$ cat src/rtl/iq_alloc_ctrl.sv
// Issue-queue entry allocator: owns the free bitmap, grants up to ALLOC_W entries per cycle
// (all-or-nothing), accepts REL_W releases per cycle, tracks free count and sticky errors.
module iq_alloc_ctrl #(
   parameter int unsigned ENTRIES = 16,
   parameter int unsigned IDX_W   = 4,
   parameter int unsigned ALLOC_W = 4,
   parameter int unsigned REL_W   = 4,
   parameter int unsigned ROTATE  = 0
) (
   input  logic                     clk_i,
   input  logic                     rst_i,
   input  logic                     flush_i,
   input  logic                     alloc_valid_i,
   input  logic [$clog2(ALLOC_W):0] alloc_cnt_i,
   output logic                     alloc_ready_o,
   output logic [ALLOC_W*IDX_W-1:0] alloc_idx_o,
   output logic [ALLOC_W-1:0]       alloc_idx_vld_o,
   input  logic [REL_W-1:0]         rel_vld_i,
   input  logic [REL_W*IDX_W-1:0]   rel_idx_i,
   output logic [IDX_W:0]           free_cnt_o,
   output logic                     empty_o,
   output logic                     err_o
);

   localparam int unsigned CNT_W = $clog2(ALLOC_W) + 1;
   localparam int unsigned FC_W  = IDX_W + 1;

   logic [ENTRIES-1:0] free_map_q, free_map_d;
   logic [FC_W-1:0]    free_cnt_q, free_cnt_d;
   logic [IDX_W-1:0]   ptr_q, ptr_d;
   logic               err_q, err_d;

   logic [IDX_W-1:0]   slot_idx [ALLOC_W];
   logic [ALLOC_W-1:0] slot_vld;
   logic [CNT_W-1:0]   found;
   logic [IDX_W-1:0]   pos;

   logic               fire;
   logic               alloc_bad;
   logic [ENTRIES-1:0] alloc_mask;
   logic [IDX_W-1:0]   last_idx;
   logic [ENTRIES-1:0] rel_mask;
   logic [IDX_W-1:0]   r_idx;
   logic               rel_dup;
   logic               rel_free;

   // Walk entries in search order and hand out the first ALLOC_W free ones to slots 0..ALLOC_W-1.
   always_comb begin
      slot_idx = '{default: '0};
      slot_vld = '0;
      found    = '0;
      pos      = '0;
      for (int unsigned i = 0; i < ENTRIES; i++) begin
         pos = (ROTATE != 0) ? ptr_q + IDX_W'(i) : IDX_W'(i);
         if (free_map_q[pos] && (32'(found) < ALLOC_W)) begin
            for (int unsigned k = 0; k < ALLOC_W; k++) begin
               if (32'(found) == k) begin
                  slot_idx[k] = pos;
                  slot_vld[k] = 1'b1;
               end
            end
            found = found + CNT_W'(1);
         end
      end
   end

   always_comb begin
      alloc_idx_o = '0;
      for (int unsigned k = 0; k < ALLOC_W; k++) begin
         alloc_idx_o[k*IDX_W +: IDX_W] = slot_idx[k];
      end
   end

   assign alloc_idx_vld_o = slot_vld;
   assign alloc_ready_o   = ~flush_i && (32'(alloc_cnt_i) <= 32'(free_cnt_q)) &&
                            (32'(alloc_cnt_i) <= ALLOC_W);
   assign fire            = alloc_valid_i & alloc_ready_o;
   assign alloc_bad       = alloc_valid_i & (32'(alloc_cnt_i) > ALLOC_W);

   // Slots are filled in search order, so the last granted slot sets the next rotate start.
   always_comb begin
      alloc_mask = '0;
      last_idx   = '0;
      for (int unsigned k = 0; k < ALLOC_W; k++) begin
         if (fire && (k < 32'(alloc_cnt_i))) begin
            alloc_mask[slot_idx[k]] = 1'b1;
            last_idx                = slot_idx[k];
         end
      end
   end

   always_comb begin
      rel_mask = '0;
      rel_dup  = 1'b0;
      rel_free = 1'b0;
      r_idx    = '0;
      for (int unsigned p = 0; p < REL_W; p++) begin
         if (rel_vld_i[p]) begin
            r_idx = rel_idx_i[p*IDX_W +: IDX_W];
            if (rel_mask[r_idx])   rel_dup  = 1'b1;
            if (free_map_q[r_idx]) rel_free = 1'b1;
            rel_mask[r_idx] = 1'b1;
         end
      end
   end

   always_comb begin
      free_map_d = (free_map_q & ~alloc_mask) | rel_mask;
      ptr_d      = ptr_q;
      err_d      = err_q | alloc_bad;
      if (flush_i) begin
         free_map_d = '1;
         ptr_d      = '0;
      end else begin
         err_d = err_d | rel_dup | rel_free;
         if ((ROTATE != 0) && fire && (alloc_cnt_i != '0)) begin
            ptr_d = last_idx + IDX_W'(1);
         end
      end
   end

   // Count derived from the next map keeps free_cnt consistent even after erroneous releases.
   always_comb begin
      free_cnt_d = '0;
      for (int unsigned i = 0; i < ENTRIES; i++) begin
         free_cnt_d = free_cnt_d + FC_W'(free_map_d[i]);
      end
   end

   always_ff @(posedge clk_i or posedge rst_i) begin
      if (rst_i) begin
         free_map_q <= '1;
         free_cnt_q <= FC_W'(ENTRIES);
         ptr_q      <= '0;
         err_q      <= 1'b0;
      end else begin
         free_map_q <= free_map_d;
         free_cnt_q <= free_cnt_d;
         ptr_q      <= ptr_d;
         err_q      <= err_d;
      end
   end

   assign free_cnt_o = free_cnt_q;
   assign empty_o    = (free_cnt_q == '0);
   assign err_o      = err_q;

endmodule
$ cat config.mk
export PLATFORM = sky130hd
export DESIGN_NAME = iq_alloc_ctrl
export DESIGN_NICKNAME = d
export VERILOG_FILES = /design/src/rtl/iq_alloc_ctrl.sv
export SDC_FILE = /design/constraint.sdc
export NUM_CORES = 1
export LEC_CHECK = 0
export CORE_UTILIZATION = 50
export DETAILED_ROUTE_END_ITERATION = 6
export PLACE_DENSITY = 0.82
export SLEW_MARGIN = 5
export SYNTH_ARGS = -nofsm -noshare
export SYNTH_HDL_FRONTEND = slang
export SYNTH_SLANG_ARGS = --single-unit
$ cat constraint.sdc
create_clock -name clk_i -period 19.5 [get_ports clk_i]
set_input_delay 3.9 -clock clk_i [delete_from_list [all_inputs] [get_ports clk_i]]
set_output_delay 3.9 -clock clk_i [all_outputs]
set_load 0.1 [all_outputs]
# Word level (Yosys, flattened, before mapping)
# Memory sizes are Yosys's and may differ from the RTL's.
# Index checks and enable logic that the tools add are counted.
# totals
ff_bits,22
latchBits,0
ramBits,0
mem_count,1
mem_bits_ro,16
# op_classes
n_addsub,29
order_cmp,38
n_mux,223
bitwise,15
n_shift,0
n_mul,0
div,0
n_eq_ne,45
reduce_logical,45
# memory_table
memory,words,word_bits,read_ports,rd_clocked_by_memory_dff,write_ports,line_no,text
(no name shown),16,1,1,0,0,100,if (rel_mask[r_idx]) rel_dup = 1'b1;
# op_table
cell,n
16-bit two-way mux,23
4-bit two-way mux,71
16-bit bitwise OR,7
1-bit two-way mux,99
3-bit by 2-bit equality test with 1-bit output (second input constant),30
5-bit by 1-bit adder with 5-bit output,11
3-bit by 1-bit equality test with 1-bit output (second input constant),15
3-bit logical NOT,15
3-bit less-than comparator (second input constant),15
3-bit by 1-bit adder with 3-bit output (second input constant),14
3-bit two-way mux,14
4-bit by 5-bit less-than comparator with 1-bit output (second input constant),8
1-bit demux with 4-bit select,8
4-bit by 1-bit greater-or-equal comparator with 1-bit output (second input constant),8
1-bit logical AND,29
1-bit binary-select mux with 4-bit select,7
16-bit AND,1
16-bit inverter,1
13-bit two-way mux,1
1-bit by 3-bit less-than comparator with 1-bit output (first input constant),2
2-bit by 3-bit less-than comparator with 1-bit output (first input constant),2
4-bit by 1-bit adder with 5-bit output,1
3-bit by 5-bit less-or-equal comparator with 1-bit output,1
5-bit logical NOT,1
other kinds (8),11

# Logic depth before layout (Yosys ltp)
# logic_depth
ltp_word,76
mapped_depth,74
mapped_depth_nobuf,69

# Worst setup path after synthesis
# Ideal clock, no wire load.
# synth_timing
kind,flip-flop to output port
from,register free_map_q[2]
to,output port alloc_idx_o[0]
n_path_buf,9
slack_ns,2.305
stages_incl_launch_ff,58
arrival_time_ns,13.295
cell_sequence,dfstp_2 buf_6 clkbuf_1 inv_1 fa_1 inv_1 ha_1 inv_1 ha_1 a32o_2 clkinv_4 nand2_1 a22o_1 ha_1 ha_1 nand2b_1 nand3_4 inv_1 (+22 left out) ha_1 nand2b_1 clkbuf_1 and2_0 clkbuf_1 o21a_1 o21ai_0 ha_1 mux2_2 ha_1 ha_1 o21ai_0 nor3_1 o211ai_1 o41a_1 o21a_1 buf_6 o21ai_0
# synth_via
elab_chain_cells,41
# synth_lines
item,line_no,text
start: declaration,28,"logic [ENTRIES-1:0] free_map_q, free_map_d;"
start signal: assignment,137,free_map_q <= free_map_d;
1-bit logical AND *,55,if (free_map_q[pos] && (32'(found) < ALLOC_W)) begin
3-bit two-way mux,55,
3-bit less-than comparator,55,
1-bit logical AND,55,
3-bit two-way mux,55,
3-bit less-than comparator,55,
1-bit logical AND,55,
3-bit two-way mux,55,
(+25 left out),-,
1-bit logical AND,55,
3-bit two-way mux,55,
3-bit less-than comparator,55,
1-bit logical AND,55,
3-bit two-way mux,55,
3-bit less-than comparator or 3-bit logical NOT (tied branches),"55, 57",
1-bit logical AND or 4-bit two-way mux (tied branches),"55, 57",
16-bit two-way mux *,55,
end: declaration,16,"output logic [ALLOC_W*IDX_W-1:0] alloc_idx_o,"
# Mark *: on every way between the ends. The rest lies on a longest branch, timed or not.

# Worst setup path in the final report
# layout_timing
from,register free_map_q[2]
to,output port alloc_idx_o[6]
# layout_via
elab_chain_cells,41
# layout_lines
item,line_no
1-bit logical AND *,55
3-bit two-way mux,55
3-bit less-than comparator,55
1-bit logical AND,55
3-bit two-way mux,55
3-bit less-than comparator,55
1-bit logical AND,55
3-bit two-way mux,55
(+25 left out),-
1-bit logical AND,55
3-bit two-way mux,55
3-bit less-than comparator,55
1-bit logical AND,55
3-bit two-way mux,55
3-bit less-than comparator or 3-bit by 1-bit equality test with 1-bit output (tied branches),"55, 57"
1-bit logical AND or 4-bit two-way mux (tied branches),"55, 57"
16-bit two-way mux *,55
# Marks and branches as above.

==> summary.txt <==
STA
  – Final setup viols: 0
  – Achievable Freq: 54.0 MHz
  – Relative slew slack: 34.3%
  – RSZ-0062 raised after global routing: no
  – Setup slack after layout: 0.994 ns
  – Min Tclk post-route: 18.51 ns
  – Fin Setup TNS: 0 ns
  – Slew @ Worst Pin: 0.984 ns
  – Final Max Slew Viols: 0
  – Fin crit share: 94.9%
  – Final hold violations: 0
  – Clock skew: 0.00143 ns

Synth
  – Net Count, Synth: 983
  – Top post-synthesis cells by count: nand2_1 (82), ha_1 (75), nor2_1 (75)
  – Yosys cell types: 89
  – Post-Syn Area per Cell: 7.34 um^2
  – YS warnings: 0
  – Top post-synthesis cells by area: ha_1 (15%), dfstp_2 (7.0%), nand2_1 (4.8%)
  – EDFF count, synth: 0
  – Top cell type's share of synthesized area: 14.7%
  – Area leader, netlist: ha_1
  – Synth Instances: 870
  – Register area share after synthesis: 8.95%
  – Top FF cell, synth: dfstp_2
  – Synthesized cell area: 6390 um^2
  – Synth Register Bits: 22
  – Count leader, synth: nand2_1
  – FFs w/ async S/R, synth: 100%

Placement
  – Hpwl dp: 18,000 um
  – Worst slack, placed: 1.01 ns
  – I/O Buffers: 54
  – RePlAce Congestion: 1.06

Floorplanning
  – IO Count: 55
  – Core Rows: 40
  – Die width: 115 um
  – Area of the core: 12,200 um^2
  – Die ar.: 13,200 um^2
  – Die Ht: 115 um
  – Initial cell density of the core: 52.3%

GRT
  – Vias in the first global route: 6,662
  – First-pass GRT wire length: 35,700 um
  – GRT Util Overall: 34.8%
  – Initial antenna violation count: 0
  – GR Overflow Total: 0
  – Largest net degree at the start of global routing: 27

CTS
  – Post-CTS setup buffers: 0
  – CTS tree: yes
  – Clock-pin slew on the worst setup and hold paths: 0.06 ns
  – Hold-fix buffers, CTS: 0
  – Root Buffer: clkbuf_16
  – Cts bufs inserted: 3
  – Clock Latency Late Sink: 0.25 ns
  – Num Clock Sinks: 22
  – # resized after CTS: 0
  – Clk buf depth: 2
  – CTS H-tree lvls: 1

Outcome
  – Failing checks: DRC
  – Status: finished with violations

Critical path
  – WP data required: 15.60 ns
  – Crit path kind: reg -> out
  – Startpoint Class: flop
  – Most frequent CP cell: ha_1
  – Worst setup EP type: primary output
  – Crit Path Max Fanout: 26
  – Data arrival, critical path: 14.61 ns
  – Largest stage delay, worst path: 1.14 ns
  – Slowest cell on crit path: clkdlybuf4s50_1
  – R2R setup slack: 2.54 ns

Route
  – Final WL: 22,600 um
  – DRT Pass-1 Iters: 7
  – Via count: 7,236
  – Final ANT Viol Nets: 0
  – Via density: 6.90
  – Wire per inst: 21.6 um
  – Starting DRT DRC Count: 972
  – DRC Markers: 1

Finish
  – Syn-to-layout area delta: 10.4%
  – Ant. Diodes: 0
  – Share of cells above drive strength 1: 7.73%
  – Final layout net count: 994
  – Final Core Density: 57.7%

Run
  – Max_cap viols: 0

Worst hold path
  – Hold/Removal Path Class: reg -> reg
-- flip-flops by register name (all words and copies together), names as in the netlist --
| register | count |
|---|---|
| free_cnt_o | 5 |
| err_o | 1 |
| free_map_q | 16 |
-- per-layer routing --
metal	track usage [%]	share of wire, %	wire length, um	vias to the layer above
met5	0	0	0	-
met4	13.1	4.3	983	0
met3	4.96	12	2620	83
met2	55.4	43	9790	532
met1	47.7	41	9230	3340
li1	-	-	-	3281
-- critical path: cells and delay by family, from the launching register on --
kind	cells	cell delay (ns)
adder cells (fa/ha/maj)	14	4.14
AO/OA/AOI/OAI	12	2.71
buffers and inverters	10	2.60
AND/OR/NAND/NOR	12	2.10
XOR/XNOR	4	1.59
flip-flops	1	0.78
multiplexers	2	0.40
-- final timing paths --
path	from	end	depth (start not counted)
setup / recovery	free_map_q[2]$_DFF_PP1_	alloc_idx_o[6]	54
hold / removal	err_o$_DFF_PP0_	err_o$_DFF_PP0_	2
setup reg to reg	free_map_q[2]$_DFF_PP1_	free_cnt_o[2]$_DFF_PP0_	63
hold reg to reg	err_o$_DFF_PP0_	err_o$_DFF_PP0_	2
max in group asynchronous	rst_i	free_cnt_o[2]$_DFF_PP0_	2
min in group asynchronous	rst_i	err_o$_DFF_PP0_	2
-- layout make-up --
class | count | area (um^2)
Fill cell | 1213 | 5160
Multi-Input combinational cell | 735 | 5360
Clock buffer | 4 | 88.8
Tap cell | 168 | 210
Inverter | 61 | 234
Sequential cell | 22 | 572
Timing Repair Buffer | 58 | 583
-- cell families after synthesis --
| logic type | share of synthesized area, % |
|---|---|
| fa+ha+maj | 18.1 |
| mux | 5.03 |
| xor+xnor | 2.94 |
| buf+inv | 7.07 |
| compound gates | 30.3 |
| flops | 8.95 |
| simple gates | 27.6 |
-- stage by stage --
stage / cell area [um^2] / cells / hold slack (ns)
floorplan: 6390 / 870 / 0.545
global placement: 6950 / 1044 / 0.478
detailed placement: 6950 / 1044 / 0.469
CTS: 7040 / 1048 / 0.496
global route: 7050 / 1048 / 0.545
finish: 7050 / 1048 / 0.491
-- cells in the final DEF, fill, tap and decap left out, drive strengths merged, types with 5 or more instances in the layout --
master | Yosys | final
nand2 | 83 | 83
nor2 | 75 | 75
ha | 75 | 75
inv | 60 | 60
clkdlybuf4s50 | 0 | 49
o21ai | 47 | 47
a21oi | 45 | 45
nor3 | 36 | 36
nand3 | 30 | 30
nand2b | 19 | 19
o211ai | 19 | 19
dfstp | 17 | 17
nor2b | 15 | 15
a31oi | 15 | 15
a211oi | 15 | 15
and2 | 13 | 13
o22ai | 12 | 12
a32oi | 12 | 12
xnor2 | 12 | 12
mux4 | 11 | 11
fa | 11 | 11
or3 | 11 | 11
o31ai | 10 | 10
and3 | 9 | 9
a21o | 9 | 9
o221ai | 9 | 9
nand4 | 8 | 8
nand3b | 8 | 8
nor3b | 8 | 8
nor4 | 8 | 8
o311ai | 7 | 7
o311a | 6 | 6
or2 | 5 | 5
a221oi | 5 | 5
xor2 | 5 | 5
dfrtp | 5 | 5
dlymetal6s2s | 0 | 5
a22oi | 5 | 5
or3b | 5 | 5
Power is left out: the tool's default activity adds up to more than one toggle a clock period on the data nets, which glitch-free logic cannot reach.
